--- config.mk ---
export PLATFORM = sky130hd
export DESIGN_NAME = spi_mstr16
export DESIGN_NICKNAME = d
export VERILOG_FILES = /design/src/rtl/spi_mstr16.sv
export SDC_FILE = /design/constraint.sdc
export NUM_CORES = 1
export LEC_CHECK = 0
export ABC_CLOCK_PERIOD_IN_PS = 2400
export CAP_MARGIN = 10
export CORE_ASPECT_RATIO = 1.2
export CORE_UTILIZATION = 45
export DETAILED_ROUTE_END_ITERATION = 10
export GPL_TIMING_DRIVEN = 0
export PLACE_DENSITY = 0.86
export SYNTH_ARGS = -nofsm -noshare
export SYNTH_HDL_FRONTEND = slang
export SYNTH_SLANG_ARGS = --single-unit
--- constraint.sdc ---
create_clock -name clk -period 2.4 [get_ports clk]
set_input_delay 0.48 -clock clk [delete_from_list [all_inputs] [get_ports clk]]
set_output_delay 0.48 -clock clk [all_outputs]
set_load 0.05 [all_outputs]
--- src/rtl/spi_mstr16.sv ---
// 16-bit SPI master, mode 3 (SCLK idles high, MOSI launched on SCLK fall,
// MISO sampled on SCLK rise). SCLK = clk/32, fixed 16-bit frames.
module spi_mstr16 (
  input  logic        clk,
  input  logic        rst,
  input  logic        wrt,
  input  logic [15:0] cmd,
  output logic        done,
  output logic [15:0] rd_data,
  output logic        SS_n,
  output logic        SCLK,
  output logic        MOSI,
  input  logic        MISO
);

  typedef enum logic [1:0] {IDLE, FRONT, SHIFT, BACK} state_t;

  state_t      state, nxt_state;
  logic [4:0]  div;
  logic [15:0] shft;
  logic        smpl;
  logic [3:0]  bit_cnt;

  logic        load;
  logic        sample;
  logic        shift;
  logic        finish;

  // State register
  always_ff @(posedge clk or posedge rst) begin
    if (rst) state <= IDLE;
    else     state <= nxt_state;
  end

  // Next-state and datapath control decode
  always_comb begin
    nxt_state = state;
    load      = 1'b0;
    sample    = 1'b0;
    shift     = 1'b0;
    finish    = 1'b0;
    unique case (state)
      IDLE: begin
        if (wrt) begin
          load      = 1'b1;
          nxt_state = FRONT;
        end
      end
      FRONT: begin
        // First SCLK fall happens on this transition but shifts nothing:
        // MOSI already presents cmd[15] since the load.
        if (div == 5'h1F) nxt_state = SHIFT;
      end
      SHIFT: begin
        if (div == 5'h0F) begin
          sample = 1'b1;
          if (bit_cnt == 4'hF) nxt_state = BACK;
        end else if (div == 5'h1F) begin
          shift = 1'b1;
        end
      end
      BACK: begin
        if (div == 5'h1F) begin
          shift     = 1'b1;
          finish    = 1'b1;
          nxt_state = IDLE;
        end
      end
      default: nxt_state = IDLE;
    endcase
  end

  // SCLK divider: parked at all-ones when idle so SCLK stays high
  always_ff @(posedge clk or posedge rst) begin
    if (rst)                          div <= 5'h1F;
    else if (load)                    div <= 5'b10111;
    else if (state == IDLE || finish) div <= 5'h1F;
    else                              div <= div + 5'd1;
  end

  // Shift register: transmit word out of the MSB, received bits into the LSB
  always_ff @(posedge clk or posedge rst) begin
    if (rst)        shft <= '0;
    else if (load)  shft <= cmd;
    else if (shift) shft <= {shft[14:0], smpl};
  end

  // MISO sample flop, loaded on SCLK rise
  always_ff @(posedge clk or posedge rst) begin
    if (rst)         smpl <= 1'b0;
    else if (sample) smpl <= MISO;
  end

  // Count of completed shifts, used to detect the 16th sample
  always_ff @(posedge clk or posedge rst) begin
    if (rst)        bit_cnt <= '0;
    else if (load)  bit_cnt <= '0;
    else if (shift) bit_cnt <= bit_cnt + 4'd1;
  end

  // done: set on frame completion, cleared when the next frame is accepted
  always_ff @(posedge clk or posedge rst) begin
    if (rst)         done <= 1'b0;
    else if (load)   done <= 1'b0;
    else if (finish) done <= 1'b1;
  end

  assign SS_n    = (state == IDLE);
  assign SCLK    = div[4];
  assign MOSI    = shft[15];
  assign rd_data = shft;

endmodule

==> impl_results.md <==
* Status: complete, no violations
* R2r startpoint: div[0]$_DFF_PP1_
* Leak at approximately 0.97 nW
* Total power draw at 2.942 mW
* Postcts setup bufs at 0
* Number of synthesized register bits at 29
* Via count at between 1,000 and 1,500
* Die area at between 3000 and 4000 um2
* Post-synth top area share at 0.4145
* GRT Util Overall at 0.2012
* Internal reg-to-reg setup slack at around 0.28 ns
* Unrepaired setup endpoints after global routing: no
* Ys Warns at 0
* Routed Wire Length at a little over 3000 um
* Vias in the first global route at 1,150
* PortBufs at 39
* CTS buffer count at 5
* Vias per cell at ~5.2
* Syn Inst Count at 133
* DR pass1 iterations at 4
* Top FF cell, synth: dfrtp_1
* I/O pin count at 40
* Post-synth EDFFs at 0
* Max Cap Violations at 0
* Number of remaining DRC errors at 0
* Die outline width at 53.80 um
* DRT iter0 DRCs at 20
* Largest net degree at the start of global routing at 30
* R2R depth at 6
* TritonCTS clock tree: built
* Worst Setup Start Kind: register
* Final Slew Violations at 0
* Wire per inst at between 10 and 15 um
* Library cells used by synthesis at 29
* Core Region at between 3000 and 4000 um2
* Sequential fraction of the synthesis area at 0.5052
* Initial core utilization at 0.4742
* Post-synth top cells: 24 x dfrtp_1, 20 x nand2_1, 17 x mux2i_1
* Final clock skew at 0.005263 ns
* Crit end category: output port
* Filler cells at ~260
* Final Worst Setup Slack at about 0.23 ns
* # setup viols final at 0
* Dpl ws at between 0.3 and 0.4 ns
* Crit path DAT at approximately 1.7 ns
* Syn_nets at 163
* Clock latency on the worst-skew pair at between 0.3 and 0.4 ns
* Share of cells above drive strength 1 at 0.1105
* Cells along the critical path: clkdlybuf4s50_1
* Worst setup path end: SCLK
* Synth area leaders: dfrtp_1 41%, mux2i_1 12%, dfstp_2 9.1%
* Post-DRT Antenna Nets at 0
* Crit path from: div[4]$_DFF_PP1_
* Number of cell rows at 22
* Clk root buf: clkbuf_4
* Critical path depth in cells at 1
* Hold Buf Count CTS at 0
* Clock Path Buffers at 2
* Die height at about 64 um
* Most common cell in the synthesized netlist: dfrtp_1
* Remaining Overflow, GRT at 0
* Crit-path max cell delay at about 0.8 ns
* Worst-margin pin slew at approximately 0.52 ns
* Hold Vio Cnt, Final at 0
* Maximum VDD drop at ~0.97 mV
* CP delay by family, top: buffers and inverters
* Pwr per Cell Area at 1498 nW/um2
* Fraction of registers with async set/reset at 1.000
* Syn-to-layout area delta at 35.49%
* Critical path peak fanout at 4
* Highest clock rate at between 0.4 and 0.5 GHz
* Hold Crit Class: primary input to asynchronous set/reset pin
* Period utilization at 0.9033
* Clock H-tree levels at 2
* Slew Limit Headroom at 0.6500
* Utilization after layout at 0.6425
* Final Critical Period at roughly 2.2 ns
* Detailed Place HPWL at about 2300 um
* Initial antenna violation count at 0
* Routability cong. at 0.7273
* Slowest CP cell: clkdlybuf4s50_1
* Post-synth top area cell: dfrtp_1
* Worst Path Class, Setup: register to output port
* Critical path data required time at 1.92 ns
* WP buf/inv at 1
* Synth Cell Area at approximately 1400 um2
* Setup TNS at 0 ns
* First-pass GRT wire length at just over 5000 um
* Post-layout nets at between 200 and 250
* # diodes at 0
* Worst r2r dst: state[1]$_DFFE_PP0P_
* Mean Syn Cell Area at roughly 11 um2
* Reg clk slew, reported paths at 0.09 ns
* Clk sinks at 29
-- report_power, final --
part / internal, mW / switching, mW / total (mW)
clock network: 0.117 / 0.153 / 0.269
registers: 0.747 / 0.179 / 0.926
logic: 0.673 / 1.07 / 1.75
-- final cells by class --
type	instances	area [um2]	share of cell area
inverters	5	18.77	0.009560
flip-flops and latches	29	732.0	0.3728
clock buffers	8	48.80	0.02486
well taps	36	45.04	0.02294
repair buffers	40	420.4	0.2141
multi-input cells	92	649.4	0.3308
plain buffers	7	48.80	0.02486
-- worst min-delay path by stage --
stage                                 from                      end
after floorplan           div[0]$_DFF_PP1_         div[0]$_DFF_PP1_
after global placement    div[0]$_DFF_PP1_         div[0]$_DFF_PP1_
after detailed placement  div[0]$_DFF_PP1_         div[0]$_DFF_PP1_
after CTS                 div[0]$_DFF_PP1_         div[0]$_DFF_PP1_
after global routing                   rst  rd_data[13]$_DFFE_PP0P_
final                                  rst  rd_data[12]$_DFFE_PP0P_
-- sequential cells by signal, indices dropped and copies added, names as in the netlist --
name / count
done: 1
div: 5
rd_data: 16
bit_cnt: 4
smpl: 1
state: 2
-- worst reg2reg max path: cells and delay by family (launching register included) --
kind	cells	cell delay [ns]
flops	1	0.55
compound gates	2	0.46
fa+ha+maj	2	0.43
mux	1	0.34
simple gates	1	0.24
-- cell families (layout without fill, tap and decap cells) --
logic type / after synthesis / count (layout) / synth area share
DFF: 29 / 29 / 0.5052
AOI/OAI and AO/OA: 27 / 27 / 0.1097
and+or+nand+nor: 33 / 33 / 0.1010
muxes: 19 / 19 / 0.1330
adders and majority gates: 10 / 10 / 0.08636
xor gates and xnor gates: 3 / 3 / 0.01814
buffers and inverters: 12 / 60 / 0.04663
-- per-stage QoR --
step / cells / hold slack (ns) / cell area [um2]
2_1_floorplan: 133 / 0.4308 / 1449
3_3_place_gp: 208 / 0.4384 / 1884
3_5_place_dp: 208 / 0.4418 / 1884
4_1_cts: 216 / 0.4625 / 1933
5_1_grt: 217 / 0.4044 / 1963
6_report: 217 / 0.3765 / 1963
-- cells in the final DEF, fill, tap and decap left out, drive strengths merged, types with 2 or more instances in the layout --
cell type,synthesis,layout
nand3,2,2
or3,3,3
mux2i,17,17
inv,5,5
nand2,20,20
dfstp,5,5
o21ai,18,18
buf,6,7
ha,10,10
xor2,2,2
dfrtp,24,24
nor2,3,3
a21oi,5,5
clkdlybuf4s50,0,38
mux2,2,2
clkbuf,1,9
-- what timing repair did --
action,CTS,global route
gates resized for setup,0,1
hold endpoints to repair,0,0
endpoints found under the setup margin,0,1
-- metal layers --
layer,wire [um],vias to the layer above,share of wire,track usage
met5,0,-,0,0
met4,28,0,0.0090,0.05921
li1,-,550,-,-
met3,204,5,0.066,0.03810
met1,1302,541,0.42,0.2469
met2,1571,41,0.51,0.3441
(Power assumes the default switching activity.)
